===== src/rtl/sa_driver.sv =====
// sa_driver: feeds a parallel operand pair bit-serially (LSB first) to an external serial adder and reassembles the sum.
//   clk, rst                    : clock, asynchronous active-high reset
//   in_valid/in_ready/in_a/in_b : parallel operand handshake (accepted only in IDLE)
//   res_valid/res_ready         : result handshake, held in DONE until res_ready
//   res_sum/res_cout            : parallel sum, carry out (tied 0 unless SA_DRIVER_CARRY_OUT_EN)
//   sa_a/sa_b/sa_rst/sa_out     : serial adder operand bits, carry clear pulse, returned sum bit
//   Optional macro SA_DRIVER_CARRY_OUT_EN shifts one extra zero bit and returns its sum bit as res_cout.
module sa_driver #(
    parameter int WIDTH  = 4,
    parameter int SA_LAT = 1
) (
    input  logic             clk,
    input  logic             rst,
    input  logic             in_valid,
    output logic             in_ready,
    input  logic [WIDTH-1:0] in_a,
    input  logic [WIDTH-1:0] in_b,
    output logic             res_valid,
    input  logic             res_ready,
    output logic [WIDTH-1:0] res_sum,
    output logic             res_cout,
    output logic             sa_a,
    output logic             sa_b,
    output logic             sa_rst,
    input  logic             sa_out
);
`ifdef SA_DRIVER_CARRY_OUT_EN
    localparam int NB = WIDTH + 1;
`else
    localparam int NB = WIDTH;
`endif
    localparam int CW = $clog2(NB + SA_LAT + 1);
    typedef enum logic [2:0] {IDLE, CLR, SHIFT, DRAIN, DONE} state_t;
    state_t           state_q, state_d;
    logic [CW-1:0]    cnt_q, cnt_d;
    logic [WIDTH-1:0] a_q, a_d, b_q, b_d, sum_q, sum_d;
    logic [NB-1:0]    acc_q, acc_d;
    logic             busy, last, samp_ok;
    assign busy = (state_q == SHIFT) || (state_q == DRAIN);
    // cnt_q runs through SHIFT and DRAIN; the final sample closes the operation
    assign last = cnt_q == CW'(NB + SA_LAT - 1);
    // sum bit k returns SA_LAT cycles after operand bit k was driven
    if (SA_LAT == 0) begin : g_lat0
        assign samp_ok = 1'b1;
    end else begin : g_lat
        assign samp_ok = cnt_q >= CW'(SA_LAT);
    end
    always_comb begin
        state_d = state_q;
        a_d     = a_q;
        b_d     = b_q;
        acc_d   = acc_q;
        sum_d   = sum_q;
        cnt_d   = busy ? cnt_q + 1'b1 : '0;
        case (state_q)
            IDLE: if (in_valid) begin
                state_d = CLR;
                a_d     = in_a;
                b_d     = in_b;
            end
            CLR:   state_d = SHIFT;
            // operands shift right so bit 0 is always the one on the wire; zeros fill the extra carry bit
            SHIFT: begin
                a_d     = a_q >> 1;
                b_d     = b_q >> 1;
                state_d = last ? DONE : (cnt_q == CW'(NB - 1)) ? DRAIN : SHIFT;
            end
            DRAIN: state_d = last ? DONE : DRAIN;
            DONE:  state_d = res_ready ? IDLE : DONE;
            default: state_d = IDLE;
        endcase
        if (busy && samp_ok)
            acc_d = {sa_out, acc_q[NB-1:1]};
        if (busy && last)
            sum_d = acc_d[WIDTH-1:0];
    end
    always_ff @(posedge clk or posedge rst) begin
        if (rst) begin
            state_q <= IDLE;
            cnt_q   <= '0;
            a_q     <= '0;
            b_q     <= '0;
            acc_q   <= '0;
            sum_q   <= '0;
        end else begin
            state_q <= state_d;
            cnt_q   <= cnt_d;
            a_q     <= a_d;
            b_q     <= b_d;
            acc_q   <= acc_d;
            sum_q   <= sum_d;
        end
    end
`ifdef SA_DRIVER_CARRY_OUT_EN
    logic cout_q, cout_d;
    always_comb cout_d = (busy && last) ? acc_d[WIDTH] : cout_q;
    always_ff @(posedge clk or posedge rst) begin
        if (rst) cout_q <= 1'b0;
        else     cout_q <= cout_d;
    end
    assign res_cout = cout_q;
`else
    assign res_cout = 1'b0;
`endif
    assign in_ready  = state_q == IDLE;
    assign res_valid = state_q == DONE;
    assign res_sum   = sum_q;
    assign sa_rst    = state_q == CLR;
    assign sa_a      = (state_q == SHIFT) & a_q[0];
    assign sa_b      = (state_q == SHIFT) & b_q[0];
endmodule


===== config.mk =====
export PLATFORM = sky130hd
export DESIGN_NAME = sa_driver
export DESIGN_NICKNAME = d
export VERILOG_FILES = /design/src/rtl/sa_driver.sv
export SDC_FILE = /design/constraint.sdc
export NUM_CORES = 1
export LEC_CHECK = 0
export CORE_MARGIN = 4
export CORE_UTILIZATION = 45
export CTS_BUF_LIST = sky130_fd_sc_hd__clkbuf_16
export DETAILED_ROUTE_END_ITERATION = 10
export PLACE_DENSITY_LB_ADDON = 0.2
export SLEW_MARGIN = 20
export SYNTH_ARGS = -nofsm -noshare
export SYNTH_HDL_FRONTEND = slang
export SYNTH_SLANG_ARGS = --single-unit

===== constraint.sdc =====
create_clock -name clk -period 1.5 [get_ports clk]
set_input_delay 0.15 -clock clk [delete_from_list [all_inputs] [get_ports clk]]
set_output_delay 0.15 -clock clk [all_outputs]
set_load 0.01 [all_outputs]

**Word-level counts from Yosys, hierarchy flattened**

Index checks and enable logic that the tools add are counted.

- Bits in registers: 22
- Bits of input ports: 13
- Output and inout port bits: 10

- $add $sub $neg: 1
- Magnitude comparators: 1
- Equality and inequality tests: 7
- Multiplexer cells: 12
- Bitwise logic cells: 2
- Reduce and logical (&&, ||, !) cells: 6

Operator list:

| kind | number |
|---|---|
| 4-bit case mux with 2 select lines | 2 |
| 3-bit 2-to-1 mux | 5 |
| 3-bit case mux with 5 select lines | 1 |
| 4-bit 2-to-1 mux | 3 |
| 3-bit by 2-bit equality test with 1-bit output, second input constant | 3 |
| 3-bit equality test, second input constant | 2 |
| 3-bit by 1-bit adder with 3-bit output, second input constant | 1 |
| 3-bit by 1-bit equality test with 1-bit output, second input constant | 1 |
| 3-bit by 1-bit greater-or-equal comparator with 1-bit output, second input constant | 1 |
| 3-bit logical NOT | 1 |
| 1-bit AND | 2 |
| 1-bit logical AND | 2 |
| 2-bit inequality test, second input constant | 1 |
| 2-bit AND reduction | 1 |
| 2-bit nonzero test | 1 |
| 1-bit logical OR | 1 |
| 1-bit 2-to-1 mux | 1 |

**Longest topological paths before layout**

Gate-level depths: netlist of the first run.

- Word-level depth: 4
- Gate-level depth with buffers: 5
- Mapped depth without buffers: 5

**Worst setup path after synthesis of the first run**

OpenSTA, ideal clock, no wires.

- Kind: register -> register
- Start: register state_q[2]
- End: register a_q[3]
- Library setup time: 121 ps
- Data arrival time: 1244 ps
- Required time: 1379 ps
- Setup slack: 135 ps
- Stages on the path, launching flop included: 5
- Path buffers: 1
- Clock period less this slack: 1365 ps
- Cells stage by stage: dfrtp_1 nor4b_1 buf_4 nor2_1 a22o_2

- Longest elaborated chain between the ends: 3

Ends and longest elaborated chain:

| element | line | text |
|---|---|---|
| from (decl) | 34 | `state_t state_q, state_d;` |
| from (signal assigned) | 86 | `state_q <= state_d;` |
| 3-bit by 2-bit equality test with 1-bit output / 3-bit logical NOT (equally long branches) | 55 | `case (state_q)` |
| 2-bit nonzero test (no source line) / 2-bit inequality test (equally long branches) | n/a |  |
| 2-bit AND reduction (no source line) | n/a |  |
| to (signal assigned) | 81 | `a_q <= '0;` |
| to (signal assigned) | 88 | `a_q <= a_d;` |
| to (decl) | 36 | `logic [WIDTH-1:0] a_q, a_d, b_q, b_d, sum_q, sum_d;` |

Several ways; a longest one is shown, not always the timed one.
A chain may end at the register's enable or synchronous reset.

**Worst setup path after layout of the first run**

- Start: register state_q[2]
- End: output port sa_rst

- Longest elaborated chain between the ends: 1

Ends and longest elaborated chain:

| element | line | text |
|---|---|---|
| 3-bit by 1-bit equality test with 1-bit output | 108 | `assign sa_rst = state_q == CLR;` |
| to (decl) | 24 | `output logic sa_rst,` |

No other way between the ends.

==> results of run 1 <==
## area by class of cell
class / instances / area (sq um) / share of cell area
clock buffer: 3 / 75.1 / 0.0534
tap: 27 / 33.8 / 0.0240
multi-input combinational: 51 / 440 / 0.313
clock inverter: 1 / 5.00 / 0.00356
sequential: 21 / 526 / 0.374
inverter: 5 / 18.8 / 0.0134
timing repair buffer: 34 / 307 / 0.218
## what timing repair did
| item | 4_1_cts | 5_1_grt |
|---|---|---|
| pin swaps | 1 | 1 |
| setup buffers | 1 | 4 |
| gates resized for setup | 7 | 9 |
| setup endpoints to repair | 5 | 18 |
## final timing paths
kind	end	slack (ns)	cells after the start
worst max-delay path	sa_rst	0.06	3
worst min-delay path	res_sum[0]$_DFFE_PP0P_	0.25	3
worst max register to register	b_q[0]$_DFFE_PP0P_	0.06	5
worst min register to register	cnt_q[0]$_DFF_PP0_	0.49	1
max in group asynchronous	state_q[1]$_DFFE_PP0P_	1.04	3
min in group clk	cnt_q[0]$_DFF_PP0_	0.49	1
## power groups by stage
stage	clock [mW]	sequential, mW	combinational [mW]
after floorplan	0	1.02	0.766
after global placement	0	0.996	1.25
after detailed placement	0	1.01	1.28
after CTS	0.566	1.01	1.28
after global routing	0.591	1.06	1.55
final	0.552	1.01	1.42
## synth_stat cells (all sizes together)
master	count
dfrtp	21
nand3	1
nor2	6
mux2	7
inv	5
o21ai	1
and2	3
nand2	3
nor4b	1
o221a	6
a22o	2
or3b	1
conb	1
o21bai	1
and2b	1
nor3b	2
ha	4
nand2b	9
buf	3
nor3	2
## flip-flops by register name, indices dropped and copies added, names as in the netlist
name,count
res_sum,4
state_q,3
acc_q,3
a_q,4
cnt_q,3
b_q,4
## logic make-up after synthesis
| kind of cell | share of synthesized area |
|---|---|
| other cells | 0.00387 |
| flops | 0.542 |
| buf+inv | 0.0400 |
| simple gates | 0.178 |
| fa+ha+maj | 0.0516 |
| mux | 0.0813 |
| compound gates | 0.103 |
## metal layers
layer / GRT usage / vias up
li1: - / 342
met1: 0.213 / 360
met2: 0.257 / 17
met3: 0.0327 / 5
met4: 0.0871 / 0
met5: 0 / -
## critical path: stages, from the launching register on
cell and delay (ns):
dfrtp_1 0.39, buf_4 0.17, nor3b_2 0.22, clkdlybuf4s15_1 0.26
## through the flow
step / setup TNS (ns) / hold WS (ns)
after floorplan: 0 / 0.127
after global placement: 0 / 0.473
after detailed placement: -0.116 / 0.488
after CTS: 0 / 0.261
after global routing: -0.0646 / 0.310
final: 0 / 0.246
==> metrics, run 1 <==
Syn Inst Count 80; largest net degree at the start of global routing 22; Max-cap violations 0; IO Pins 23; vias 724; most frequent cells in the layout dfrtp_1, clkdlybuf4s50_1, buf_4; switch share 0.320; GP Congestion 0.732; filler cell count 150; TritonRoute pass-1 iters 4; Worst VDD drop 1190 uV; share of layout cells above drive strength 1 0.330; port buffer count 21; HPWL after DPL 1.36 mm; metal3 WL 71 um; Wirelength per Cell 14.4 um; antenna viol nets, final 0; diode count 0; first-pass GRT wire length 3.33 mm; Starting Density 0.484; pre-CTS setup slack -0.0589 ns; Remaining Overflow, GRT 0; DRT Wirelength 2.05 mm; GRT Resource Usage Total 0.164; WP data required 1.35 ns; CTS Buffer Depth 2; Rows 16; CP Capture Type output pin; final core utilization 0.702; Comb pwr share 0.475; internal power 2.03 mW; Seq pwr share 0.339; power density over the cells 2120 nW/um^2; TritonCTS clock tree yes; largest cells by area after synthesis dfrtp_1, mux2_2, ha_1; Clk pin slew, worst setup/hold paths 0.06 ns; antenna violations before repair 0; worst setup path start state_q[2]$_DFFE_PP0P_; number of global-route vias before repair 729; synthesis-to-finish area growth 44.9%; Synth top area share 0.542; DRC Markers 0; Hold Crit Class primary input to async pin; Synth Net Count 97; Pwr Total 2.98 mW; YS warnings 0; worst-skew pair later-pin latency 0.25 ns; Die ar. 2960 sq um; TritonCTS Buffers 3; met2 wire len 1.03 mm; DP Area 1250 sq um; static leakage 0.640 nW; crit share post-route 0.962; htree depth 1; layout net count 133; CTS root buffer clkbuf_16; vias per inst 5.10; Highest Signal Layer met4; Final Hold Fails 0; Iter 0 DRT Violations 14; Die Wd 54.4 um; RSZ-0062 raised after global routing yes; Core ar. 2000 sq um; crit path max fanout 7; Sw Pwr 954 uW; arrival time worst endpoint 1.29 ns; f_max 0.693 GHz; clock sinks 21; power share of the clock group 0.185; Yosys top cell by area dfrtp_1; Post-Layout Inst Area 1410 sq um; Hold Buf Count CTS 0; Clock Skew 0.00368 ns; dpl cells 133; Post-Syn Area 970 sq um; final std cells w/o fill 142; FF-to-FF Start state_q[2]$_DFFE_PP0P_; die height 54.4 um; most common cell after layout, fill and taps aside dfrtp_1; final worst setup slack 0.0568 ns; Avg Cell Area, Syn 12.1 sq um; Min Clock Period, post-route 1.44 ns; status complete, no violations; Setup Crit Path Kind register to output pin; FF+latch count, synth 21; sequential area share after synthesis 0.542; Cell variety after synth 23; M1 WL 906 um; final setup vio count 0; max-slew violation count 0; startpoint types register
Power figures use the tool's default switching activity.
==> inputs of run 2 (changes only) <==
--- a/config.mk
+++ b/config.mk
@@ -8,8 +8,9 @@
 export CORE_MARGIN = 4
 export CORE_UTILIZATION = 45
 export CTS_BUF_LIST = sky130_fd_sc_hd__clkbuf_16
+export CTS_CLUSTER_SIZE = 40
 export DETAILED_ROUTE_END_ITERATION = 10
-export PLACE_DENSITY_LB_ADDON = 0.2
+export PLACE_DENSITY = 0.75
 export SLEW_MARGIN = 20
 export SYNTH_ARGS = -nofsm -noshare
 export SYNTH_HDL_FRONTEND = slang
==> constraint.sdc (replaced) <==
create_clock -name clk -period 1.4 [get_ports clk]
set_input_delay 0.14 -clock clk [delete_from_list [all_inputs] [get_ports clk]]
set_output_delay 0.14 -clock clk [all_outputs]
set_load 0.01 [all_outputs]
==> metrics, run 2 (synthesized netlist as in run 1, its figures left out) <==
CTS root buffer clkbuf_16 (unchanged); vias 744 (was 724); CP max stage delay 0.40 ns (was 0.39 ns); CP Capture Type register (was output pin); DP Area 1240 sq um (was 1250 sq um); final setup vio count 11 (was 0); Core ar. 2000 sq um (unchanged); final std cells w/o fill 146 (was 142); IO Pins 23 (unchanged); reg2reg path depth 6 (was 5); crit share post-route 1.06; Buf/Inv on CP 3 (was 2); port buffer count 21 (unchanged); GP Congestion 0.793 (was 0.732); clock sinks 21 (unchanged); Worst VDD drop 1430 uV (was 1190 uV); CP dominant cell by count buf_6; RSZ-0062 raised after global routing yes (unchanged); most common cell after layout, fill and taps aside dfrtp_1 (unchanged); Clock Skew 0.00168 ns (was 0.00368 ns); FF-to-FF Start state_q[2]$_DFFE_PP0P_ (unchanged); DRT Wirelength 2.07 mm (was 2.05 mm); Iter 0 DRT Violations 9 (was 14); CP max stage cell dfrtp_1 (unchanged); vias per inst 5.10 (about the same); Hold Crit Class primary input to async pin (unchanged); final hold slack 0.220 ns (was 0.246 ns); DRC Markers 0 (unchanged); Final Hold Fails 0 (unchanged); static leakage 0.684 nW (was 0.640 nW); HPWL after DPL 1.35 mm (was 1.36 mm); WP data required 1.59 ns (was 1.35 ns); Critical Path Sink a_q[0]$_DFFE_PP0P_ (was sa_rst); post-route setup TNS -0.639 ns (was 0 ns); worst-skew pair later-pin latency 0.25 ns (about the same); antenna viol nets, final 0 (unchanged); Pwr Total 3.45 mW (was 2.98 mW); TritonCTS clock tree yes (unchanged); Wirelength per Cell 14.2 um (was 14.4 um); TritonCTS Buffers 3 (unchanged); GRT Resource Usage Total 0.167 (was 0.164); dpl cells 131 (was 133); TritonRoute pass-1 iters 4 (unchanged); failing checks setup timing; WP depth 6 (was 3); largest net degree at the start of global routing 22 (unchanged); Setup Crit Path Kind register to register (was register to output pin); status finished with violations (was complete, no violations); reg-to-reg critical path endpoint a_q[0]$_DFFE_PP0P_ (was b_q[0]$_DFFE_PP0P_); f_max 0.672 GHz; worst setup path start state_q[2]$_DFFE_PP0P_ (unchanged); Post-Layout Inst Area 1470 sq um (was 1410 sq um); Clk pin slew, worst setup/hold paths 0.05 ns (was 0.06 ns); synthesis-to-finish area growth 52.0% (was 44.9%); reg-to-reg slack, setup -0.09 ns (was 0.06 ns); antenna violations before repair 0 (unchanged); Max-cap violations 0 (unchanged); crit path max fanout 7 (unchanged); layout net count 137 (was 133); htree depth 1 (unchanged); power density over the cells 2340 nW/um^2 (was 2120 nW/um^2); share of layout cells above drive strength 1 0.378 (was 0.330); pre-CTS setup slack -0.143 ns (was -0.0589 ns); startpoint types register (unchanged); die height 54.4 um (unchanged); number of global-route vias before repair 759 (was 729); diode count 0 (unchanged); max-slew violation count 0 (unchanged); final core utilization 0.736 (was 0.702); final worst setup slack -0.0874 ns (was 0.0568 ns); Die Wd 54.4 um (unchanged); Min Clock Period, post-route 1.49 ns; Remaining Overflow, GRT 0 (unchanged); Rows 16 (unchanged); arrival time worst endpoint 1.67 ns (was 1.29 ns); CTS Buffer Depth 2 (unchanged); Die ar. 2960 sq um (unchanged); critical path, cell by cell buf_6 -> nor4b_4 -> buf_4 -> buf_6 -> nand2b_4 -> o221a_1 (was buf_4 -> nor3b_2 -> clkdlybuf4s15_1); CP delay by family, top simple AND/OR/NAND/NOR gates (was buffers and inverters); first-pass GRT wire length 3.42 mm (was 3.33 mm); most frequent cells in the layout dfrtp_1, clkdlybuf4s50_1, buf_4 (unchanged); Starting Density 0.484 (unchanged)
## run 2: cell types whose count changed in the layout (fill, tap and decap cells not counted), sizes merged
| cell | before | now |
|---|---|---|
| clkbuf | 3 | 4 |
| inv | 5 | 6 |
| clkinv | 1 | 0 |
| clkdlybuf4s15 | 4 | 2 |
| buf | 13 | 19 |
| dlygate4sd2 | 1 | 0 |
## run 2: worst register-to-register path, cell delays in order (launching register included)
cell,delay [ns]
dfrtp_1,0.40
buf_6,0.14
nor4b_4,0.26
buf_4,0.17
buf_6,0.11
nand2b_4,0.16
o221a_1,0.19
## run 2: final cells by class
| class | instances | area, sq um |
|---|---|---|
| flip-flops and latches | 21 | 526 |
| clock inverters | 1 | 3.75 |
| well taps | 27 | 33.8 |
| inverters | 5 | 18.8 |
| multi-input cells | 51 | 478 |
| fillers | 132 | 528 |
| repair buffers | 38 | 339 |
| clock buffers | 3 | 75.1 |
## run 2: worst min path at each step
stage / from / to / slack, ns / cells past startpoint
2_1_floorplan: rst / a_q[0]$_DFFE_PP0P_ / 0.12 / 1
3_3_place_gp: cnt_q[0]$_DFF_PP0_ / cnt_q[0]$_DFF_PP0_ / 0.48 / 1
3_5_place_dp: rst / b_q[3]$_DFFE_PP0P_ / 0.50 / 3
4_1_cts: rst / acc_q[1]$_DFF_PP0_ / 0.23 / 3
5_1_grt: rst / acc_q[1]$_DFF_PP0_ / 0.25 / 3
6_report: rst / b_q[3]$_DFFE_PP0P_ / 0.22 / 3
## run 2: power by group
group          switching, mW  total, mW  internal [mW]
Combinational          0.700       1.76           1.06
Clock                  0.202      0.582          0.380
Sequential             0.206       1.11          0.904
## run 2: routing by layer
| layer | wire length [um] | part of all wire | track usage |
|---|---|---|---|
| met5 | 0 | 0 | 0 |
| met4 | 12 | 0.0058 | 0.0622 |
| met3 | 115 | 0.055 | 0.0327 |
| met2 | 1050 | 0.51 | 0.291 |
| met1 | 891 | 0.43 | 0.201 |
## run 2: timing repair
action | in CTS | in global routing
gates resized for setup | 30 | 4
pin swaps | 7 | 6
endpoints found under the setup margin | 20 | 20
hold buffers | 0 | 0
endpoints found under the hold margin | 0 | 0
buffers inserted | 12 | 1
==> inputs of run 3 (changes only) <==
--- a/config.mk
+++ b/config.mk
@@ -8,7 +8,6 @@
 export CORE_MARGIN = 4
 export CORE_UTILIZATION = 45
 export CTS_BUF_LIST = sky130_fd_sc_hd__clkbuf_16
-export CTS_CLUSTER_SIZE = 40
 export DETAILED_ROUTE_END_ITERATION = 10
 export PLACE_DENSITY = 0.75
 export SLEW_MARGIN = 20
==> results of run 3 <==
No change in the layout: final DEF, timing and power equal those of run 2.
==> RTL change (settings of run 1) <==
Re-encode `state_t` (5 states) as one-hot, 5 bits wide.
--- a/src/rtl/sa_driver.sv
+++ b/src/rtl/sa_driver.sv
@@ -32,3 +32,3 @@
     localparam int CW = $clog2(NB + SA_LAT + 1);
-    typedef enum logic [2:0] {IDLE, CLR, SHIFT, DRAIN, DONE} state_t;
+    typedef enum logic [4:0] {IDLE = 5'b00001, CLR = 5'b00010, SHIFT = 5'b00100, DRAIN = 5'b01000, DONE = 5'b10000} state_t;
     state_t           state_q, state_d;
Formal check against the unedited RTL: no difference found for any inputs over 10 cycles, from zero or initial values and one cycle with rst high; not proved beyond that.
==> RTL change against run 1 <==
The run now ends with setup timing left. Design area is 38% higher. Wire length is 40% higher. Area after synthesis is 28% higher. Total power is 2.0% higher. Sequential cell count is 3 higher. Worst setup slack worse by 0.18 ns.
==> RTL change: results (changes against run 1) <==
stdcell_count: 189  # +33%
swShare_pct: 33.5  # +1.5 points
outcome: "finished, violations left"
worstSetupPathType: "reg2reg"
setup_violations: 19  # +19
synth_commonest_cells: "dfrtp_1 (23), inv_1 (11), nor2_1 (9)"
met3_usage_pct: 3.40  # +0.13 points
grt_pass1_wl_mm: 4.69  # +41%
m1WireLength_mm: 1.21  # +33%
gp_congestion: 0.762  # +4.1%
drt_iter0_drc: 20  # +6
track_usage_pct: 17.7  # +1.3 points
synth.mux.area_fraction_pct: 16.9  # +8.8 points
grt_start_max_net_pins: 25  # +14%
reg2regPathDepth: 6  # +1
finalClockSkew_ns: 0.00237  # -0.00131 ns
synth_cell_types: 33  # +43%
synth_top_family_by_area: "multiplexers"
tns_ns: -1.86  # -1.86 ns
finalWorstSetupSlack_ns: -0.128  # -0.184 ns
grt_pass1_vias: 993  # +36%
syn_nets: 124  # +28%
finalWirelength_mm: 2.86  # +40%
ys_seq_area_share_pct: 48.5  # -5.7 points
violations: "setup timing"
synth_area_leaders: "dfrtp_1 (46%), mux2_2 (7.3%), mux2i_1 (4.8%)"
wl_met3_um: 96  # +35%
use_met2_pct: 31.8  # +6.1 points
route.met2.wl_mm: 1.54  # +50%
rr_startpoint: "state_q[0]"
p_leak_nw: 0.958  # +50%
dpl.hpwl_mm: 1.93  # +42%
==> RTL change: cell count changes after synthesis, sizes merged, moves of 3 or more <==
cell and change:
nand2b -7, a21oi +6, inv +6, mux2i +6
o221a -6, mux2 +5, and3 +4, nand3b +3
nor2 +3, nor4 +3
==> RTL change: area by class of cell <==
cell class | count | area, sq um
multi-input combinational | 68 | 722
clock inverter | 1 | 3.75
sequential | 24 | 606
inverter | 11 | 41.3
timing repair buffer | 52 | 452
clock buffer | 3 | 75.1
fill | 162 | 608
tap | 30 | 37.5
==> RTL change: what timing repair did <==
item / CTS / global route
gates cloned: 1 / 0
resized for setup: 35 / 32
setup endpoints to repair: 21 / 22
setup buffers: 4 / 5
pin swaps: 5 / 12
hold buffers: 0 / 0
==> RTL change: critical path: stages (launching register included) <==
cell,delay [ns]
dfstp_2,0.55
buf_6,0.12
nand3b_1,0.12
a2111oi_4,0.40
buf_6,0.23
nor2_2,0.04
a21oi_1,0.10
